## src/rtl/fixed_p_std_div_seq.sv

```systemverilog
//======================================================================
// Module  : fixed_p_std_div_seq
// Brief   : Sequential radix-2 restoring unsigned fixed-point divider,
//           out = (left << FRACT_WIDTH) / right, go/done handshake,
//           saturation + overflow/div-by-zero flags, remainder output.
//           Macro FIXED_P_DIV_ROUND_EN: extra guard iteration, round half up.
// Revision: 1.0
//======================================================================
`default_nettype none

module fixed_p_std_div_seq #(
  parameter int WIDTH       = 32,
  parameter int INT_WIDTH   = 8,
  parameter int FRACT_WIDTH = 24
) (
  input  logic             clk,
  input  logic             reset,
  input  logic             go,
  input  logic [WIDTH-1:0] left,
  input  logic [WIDTH-1:0] right,
  output logic [WIDTH-1:0] out,
  output logic [WIDTH-1:0] out_remainder,
  output logic             div_by_zero,
  output logic             overflow,
  output logic             done
);

`ifdef FIXED_P_DIV_ROUND_EN
  localparam int ITERS = WIDTH + FRACT_WIDTH + 1;
`else
  localparam int ITERS = WIDTH + FRACT_WIDTH;
`endif
  localparam int               CNT_W     = $clog2(ITERS);
  localparam logic [CNT_W-1:0] LAST_ITER = CNT_W'(ITERS - 1);

  generate
    if (INT_WIDTH + FRACT_WIDTH != WIDTH || WIDTH < 2 || FRACT_WIDTH < 1) begin : g_param_check
      $error("fixed_p_std_div_seq: need INT_WIDTH+FRACT_WIDTH==WIDTH, WIDTH>=2, FRACT_WIDTH>=1");
    end
  endgenerate

  typedef enum logic [1:0] {
    S_IDLE = 2'd0,
    S_BUSY = 2'd1,
    S_DONE = 2'd2
  } state_t;

  state_t state, state_next;

  logic [WIDTH-1:0] dividend;
  logic [WIDTH-1:0] divisor;
  logic [WIDTH-1:0] rem;
  logic [WIDTH-1:0] quo;
  logic             ovf;
  logic [CNT_W-1:0] count;

  logic             div_zero;
  logic             last_iter;
  logic [WIDTH:0]   rem_shift;
  logic             qbit;
  logic [WIDTH-1:0] rem_next;
  logic [WIDTH-1:0] quo_next;
  logic             ovf_next;
  logic [WIDTH-1:0] quo_final;
  logic             ovf_final;
`ifdef FIXED_P_DIV_ROUND_EN
  logic [WIDTH:0]   quo_round;
`endif

  always_ff @(posedge clk or posedge reset) begin
    if (reset) begin
      state <= S_IDLE;
    end else begin
      state <= state_next;
    end
  end

  always_comb begin
    state_next = state;
    case (state)
      S_IDLE:  if (go) state_next = S_BUSY;
      S_BUSY:  if (div_zero || last_iter) state_next = S_DONE;
      S_DONE:  state_next = S_IDLE;
      default: state_next = S_IDLE;
    endcase
  end

  // The dividend register shifts in zeros, which supplies the FRACT_WIDTH
  // zero-extension bits once the operand bits are exhausted.
  always_comb begin
    div_zero  = (divisor == '0);
    last_iter = (count == LAST_ITER);
    rem_shift = {rem, dividend[WIDTH-1]};
    qbit      = (rem_shift >= {1'b0, divisor});
    rem_next  = qbit ? (rem_shift[WIDTH-1:0] - divisor) : rem_shift[WIDTH-1:0];
    quo_next  = {quo[WIDTH-2:0], qbit};
    ovf_next  = ovf | quo[WIDTH-1];
`ifdef FIXED_P_DIV_ROUND_EN
    // Final iteration yields the guard bit; it is added rather than shifted in.
    quo_round = {1'b0, quo} + {{WIDTH{1'b0}}, qbit};
    quo_final = quo_round[WIDTH-1:0];
    ovf_final = ovf | quo_round[WIDTH];
`else
    quo_final = quo_next;
    ovf_final = ovf_next;
`endif
  end

  always_ff @(posedge clk or posedge reset) begin
    if (reset) begin
      dividend      <= '0;
      divisor       <= '0;
      rem           <= '0;
      quo           <= '0;
      ovf           <= 1'b0;
      count         <= '0;
      out           <= '0;
      out_remainder <= '0;
      div_by_zero   <= 1'b0;
      overflow      <= 1'b0;
      done          <= 1'b0;
    end else begin
      done <= 1'b0;
      case (state)
        S_IDLE: begin
          if (go) begin
            dividend <= left;
            divisor  <= right;
            rem      <= '0;
            quo      <= '0;
            ovf      <= 1'b0;
            count    <= '0;
          end
        end
        S_BUSY: begin
          if (div_zero) begin
            // Dividend is left untouched here, so it still holds the operand.
            out           <= '1;
            out_remainder <= dividend;
            div_by_zero   <= 1'b1;
            overflow      <= 1'b0;
            done          <= 1'b1;
          end else begin
            dividend <= dividend << 1;
            rem      <= rem_next;
            count    <= count + CNT_W'(1);
`ifdef FIXED_P_DIV_ROUND_EN
            if (!last_iter) begin
              quo <= quo_next;
              ovf <= ovf_next;
            end
`else
            quo <= quo_next;
            ovf <= ovf_next;
`endif
            if (last_iter) begin
              out           <= ovf_final ? '1 : quo_final;
              out_remainder <= rem_next;
              div_by_zero   <= 1'b0;
              overflow      <= ovf_final;
              done          <= 1'b1;
            end
          end
        end
        default: ;
      endcase
    end
  end

endmodule

`default_nettype wire

```

## config.mk

```make
export PLATFORM = sky130hd
export DESIGN_NAME = fixed_p_std_div_seq
export DESIGN_NICKNAME = d
export VERILOG_FILES = /design/src/rtl/fixed_p_std_div_seq.sv
export SDC_FILE = /design/constraint.sdc
export NUM_CORES = 1
export LEC_CHECK = 0
export CAP_MARGIN = 0
export CORE_ASPECT_RATIO = 2
export CORE_MARGIN = 2
export CORE_UTILIZATION = 55
export CTS_CLUSTER_DIAMETER = 120
export DETAILED_ROUTE_END_ITERATION = 6
export GPL_TIMING_DRIVEN = 0
export PLACE_DENSITY = 0.8
export SLEW_MARGIN = 5
export SYNTH_ARGS = -nofsm -noshare
export SYNTH_HDL_FRONTEND = slang
export SYNTH_SLANG_ARGS = --single-unit
```

## constraint.sdc

```tcl
create_clock -name clk -period 22 [get_ports clk]
set_clock_uncertainty 0.1 [all_clocks]
set_input_delay 5.5 -clock clk [delete_from_list [all_inputs] [get_ports clk]]
set_output_delay 5.5 -clock clk [all_outputs]
set_load 0.03 [all_outputs]
```

=== Word-level counts from Yosys, hierarchy flattened ===
Index checks and enable logic that the tools add are counted.
Widths: inputs -> output; s select.

* Flip-flop bits (word level): 204
* Output and inout port bits: 67

* Reductions and logical operators: 9
* Multiplexer cells: 30
* Add/sub/neg operators: 2
* Bitwise logic cells: 1
* Equality and inequality tests: 5
* $lt $le $gt $ge: 1

{| class="wikitable"
|+ Operators by type and width
! cell !! count
|-
| $mux 32 || 11
|-
| $pmux 32 s2 || 3
|-
| $ge 33x32->1 || 1
|-
| $logic_not 32->1 || 1
|-
| $sub 32x32->32 || 1
|-
| $mux 6 || 2
|-
| $pmux 6 s2 || 1
|-
| $mux 1 || 9
|-
| $add 6x1->6 const B || 1
|-
| $eq 6x6->1 const B || 1
|-
| $ne 2x2->1 const B || 3
|-
| $reduce_and 2->1 || 3
|-
| $mux 2 || 2
|-
| $pmux 2 s2 || 1
|-
| $reduce_bool 2->1 || 2
|-
| $reduce_and 3->1 || 1
|-
| $eq 2x1->1 const B || 1
|-
| $logic_not 2->1 || 1
|-
| $pmux 1 s2 || 1
|-
| $logic_or 1x1->1 || 1
|-
| $or 1x1->1 || 1
|}

=== Depth between registers and ports, before layout ===
* Word-level depth: 4
* Gate-level depth with buffers: 13
* Depth with buffers taken out: 13

=== Worst setup path before layout ===
OpenSTA, ideal clock, no wires.

* Path kind: input-to-reg
* From: in go
* To: reg dividend[1]
* Required time: 21.765 ns
* Arrival: 6.466 ns
* Buffers on the path: 2
* Cell stages on the path: 5
* Path slack: 15.298 ns
* Setup time: 0.135 ns
* Path through: and2_1 -> clkbuf_1 -> nor2_1 -> clkbuf_1 -> o21ai_0

* Longest elaborated chain between the ends: 2

{| class="wikitable"
|+ Ends and longest elaborated chain
! what !! RTL line !! text
|-
| from (decl) || 18 || <nowiki>input logic go,</nowiki>
|-
| $ne 2x2->1 (no source line) || n/a ||
|-
| $reduce_and 3->1 (no source line) || n/a ||
|-
| to (signal assigned) || 127 || <nowiki>dividend <= left;</nowiki>
|-
| to (signal assigned) || 144 || <nowiki>dividend <= dividend << 1;</nowiki>
|-
| to (decl) || 50 || <nowiki>logic [WIDTH-1:0] dividend;</nowiki>
|}

Every way passes these cells.
A chain may end at the register's enable or synchronous reset.

=== Final worst setup path ===
* From: in go
* To: reg rem[30]

* Longest elaborated chain between the ends: 2

{| class="wikitable"
|+ Ends and longest elaborated chain
! what !! RTL line !! text
|-
| $ne 2x2->1 (no source line) || n/a ||
|-
| $reduce_and 3->1 (no source line) || n/a ||
|-
| to (signal assigned) || 145 || <nowiki>rem <= rem_next;</nowiki>
|-
| to (decl) || 52 || <nowiki>logic [WIDTH-1:0] rem;</nowiki>
|}

Every way passes these cells.

==> qor.txt <==
CTS tree -> built
Cell Chain, Critical Path -> clkdlybuf4s50_1 > and2_1 > clkbuf_1 > nor2_1 > clkbuf_1 > nand2_1 > o21ai_1
synthesis-stage register bit count -> 204
All-Layer GR Usage -> 0.306
Syn Nets -> 1,184
buffers added on ports -> 133
Setup Crit Path Kind -> in2reg
mapped cell area -> 0.0101 mm2
Post-Synthesis Cells -> 1,083
total CTS buffers -> 20
worst-skew pair later-pin latency -> 0.51 ns
largest family of logic cells by synthesized area -> compound AO/OA/AOI/OAI gates
Syn. warnings -> 0
top_reg_cell synth -> dfrtp_1
share of flip-flops with an asynchronous set or reset -> 1.00
Slowest-stage cell, CP -> clkbuf_1
global-route wire length before repair -> 47.0 mm
Critical Path Source Type -> primary input
IO Pins -> 134
Initial Util -> 0.556
simple-gate area share of the yosys netlist -> 0.145
Leak Pwr -> 5.76 nW
Required @ worst endpoint -> 22.31 ns
CP peak stage delay -> 0.63 ns
WHS -> 0.390 ns
worst hold path type -> reg2reg
Power Density -> 58.7 mW/mm2
Util after Layout -> 0.680
post-DP HPWL -> 22.6 mm
Placed Cells -> 1,433
vias -> 8,706
adder-cell share of the synthesized area -> 0.0427
Peak Freq -> 134 MHz
max-cap violations -> 0
Most common cell on crit path -> clkbuf_1
fin. max-slew vios -> 0
CTS sink count -> 204
Final TNS setup -> 0 ns
sequential share of the synthesized area -> 0.504
Compound-Gate Fraction of Synth Area -> 0.190
status -> finished clean
Register-to-Register Path Depth -> 8
final hold vios -> 0
Design Area, Final -> 0.0124 mm2
count of final setup violators -> 0
final cell count without fillers -> 1,467
row count -> 70
VDD IR-drop max -> 0.0701 mV
Clock Pin Slew Worst Setup and Hold Paths -> 0.07 ns
Final ANT Viol Nets -> 0
clk root buf -> clkbuf_16
share of layout cells above drive strength 1 -> 0.0376
Congestion Overflow GR -> 0
n_diodes -> 0
DRT Pass-1 Iters -> 5
drt drc -> 0
Tmin final -> 7.47 ns
Placer Congestion -> 0.934
Arrival @ worst endpoint -> 7.79 ns
Post-CTS Setup Bufs -> 0
die span in y -> 196 um
Crit Path Max Fanout -> 10
CTS Buffer Depth -> 3
period utilisation layout -> 0.340
Syn Area/Cell -> 9.36 um2
drt initial violations -> 600
post-synthesis xor/xnor area fraction -> 0.0259
placed cell area -> 0.0118 mm2
mux cell area share after synthesis -> 0.0484
number of global-route vias before repair -> 9,186
Die Area -> 0.0196 mm2
Worst setup EP type -> flip-flop
Reg2Reg Setup Slack -> 18.55 ns
CTS resizes -> 0
nets -> 1,340
drt total wl -> 29.5 mm
fill count -> 1,464
WHS Path Cells -> 2
Post-synth EDFFs -> 0
Yosys cell types -> 54
slew margin rel. -> 0.468
Worst-Margin Slew -> 0.798 ns
hold buffers post-CTS -> 0
routed vias/inst -> 5.93
H-Tree Depth -> 1
unrepaired setup endpoints after global routing -> no
antenna violations before repair -> 0
Die Width -> 100 um
WL per Instance -> 20.1 um
Core ar. -> 0.0182 mm2
area grow syn2layout -> 22.3%
largest net degree at the start of global routing -> 108
==> worst paths after layout <==
path                                         end       start
max in group asynchronous           dividend[26]       reset
worst max-delay path                     rem[30]          go
worst max register to register           rem[30]  divisor[0]
worst min-delay path                    overflow    overflow
min in group asynchronous       out_remainder[8]       reset
worst min register to register          overflow    overflow
==> cells in the final DEF, fill, tap and decap left out, types with 3 or more instances in the layout <==
| cell type | Yosys | layout |
|---|---|---|
| clkdlybuf4s50_1 | 0 | 133 |
| xnor2_1 | 16 | 16 |
| o21ai_1 | 5 | 5 |
| nand3_1 | 58 | 58 |
| nand4_1 | 11 | 11 |
| clkbuf_8 | 0 | 3 |
| o22a_1 | 33 | 33 |
| nor3_1 | 5 | 5 |
| inv_1 | 45 | 44 |
| a21oi_1 | 37 | 37 |
| clkbuf_16 | 0 | 21 |
| o31ai_1 | 3 | 3 |
| nand2_1 | 195 | 195 |
| o21a_1 | 4 | 4 |
| buf_2 | 6 | 6 |
| ha_1 | 33 | 33 |
| clkbuf_1 | 57 | 59 |
| mux2i_1 | 49 | 49 |
| and3_1 | 4 | 4 |
| a22oi_1 | 27 | 27 |
| nor4_1 | 9 | 9 |
| o31a_1 | 3 | 3 |
| clkinv_2 | 0 | 6 |
| dfrtp_1 | 204 | 204 |
| a211oi_1 | 4 | 4 |
| xor2_1 | 14 | 14 |
| a21o_1 | 12 | 12 |
| nor2b_1 | 3 | 3 |
| nor2_1 | 40 | 40 |
| a22o_1 | 3 | 3 |
| o21ai_0 | 152 | 152 |
| a31oi_1 | 4 | 4 |
| nand2b_1 | 4 | 4 |
| o21bai_1 | 9 | 9 |
| and2_1 | 4 | 4 |
==> registers in the layout, indices dropped and copies added, names as in the netlist <==
register / count
dividend: 32
done: 1
ovf: 1
rem: 32
state: 2
out_remainder: 32
divisor: 32
out: 32
quo: 32
overflow: 1
count: 6
div_by_zero: 1
==> stage by stage <==
stage	total power, mW	setup slack [ns]
final	0.728	14.53
after global routing	0.746	14.42
after CTS	0.731	14.56
after detailed placement	0.403	14.06
after global placement	0.403	8.32
after floorplan	0.388	10.83
==> critical path: cells and delay by family <==
kind	cells	cell delay (ns)
buffers and inverters	3	1.24
AND/OR/NAND/NOR	3	0.91
AO/OA/AOI/OAI	1	0.13
==> routing by layer <==
layer / global-route usage / wire length [um] / vias up / part of all wire
met1: 0.322 / 10300 / 4240 / 0.35
met3: 0.0460 / 1370 / 94 / 0.047
li1: - / - / 4122 / -
met4: 0.159 / 1510 / 0 / 0.051
met2: 0.572 / 16300 / 250 / 0.55
met5: 0 / 0 / - / 0
==> cells in the mapped netlist (4+ instances only) <==
| master | instances | area, um2 |
|---|---|---|
| mux2i_1 | 49 | 490 |
| buf_2 | 6 | 30.0 |
| and3_1 | 4 | 25.0 |
| inv_1 | 45 | 169 |
| a31oi_1 | 4 | 25.0 |
| nand2_1 | 195 | 732 |
| a21oi_1 | 37 | 185 |
| a211oi_1 | 4 | 30.0 |
| nor2_1 | 40 | 150 |
| o21ai_0 | 152 | 761 |
| a22oi_1 | 27 | 203 |
| o21ai_1 | 5 | 25.0 |
| nand3_1 | 58 | 290 |
| ha_1 | 33 | 413 |
| nor4_1 | 9 | 56.3 |
| nand2b_1 | 4 | 25.0 |
| nor3_1 | 5 | 25.0 |
| nand4_1 | 11 | 68.8 |
| o21a_1 | 4 | 30.0 |
| a21o_1 | 12 | 90.1 |
| clkbuf_1 | 57 | 214 |
| and2_1 | 4 | 25.0 |
| o22a_1 | 33 | 289 |
| dfrtp_1 | 204 | 5100 |
| xnor2_1 | 16 | 140 |
| xor2_1 | 14 | 123 |
| o21bai_1 | 9 | 67.6 |
==> area by class of cell <==
cell class	count	area [um2]	area share
tap	216	270	0.0218
clock inverter	8	50.0	0.00404
buffer	68	272	0.0219
inverter	46	180	0.0145
clock buffer	26	574	0.0463
multi-input combinational	765	4590	0.370
sequential	204	5100	0.412
timing repair buffer	134	1360	0.110
==> where the power goes <==
group	switching [mW]	internal (mW)
Combinational	0.00973	0.0110
Sequential	0	0.375
Clock	0.147	0.185
==> kinds of logic (layout without fill, tap and decap cells) <==
kind of cell,count (synthesis),after routing
compound gates,312,312
xor+xnor,30,30
buf+inv,114,282
fa+ha+maj,34,34
simple gates,340,340
mux,49,49
flops,204,204
No activity file was read; power rests on OpenSTA's default activity.
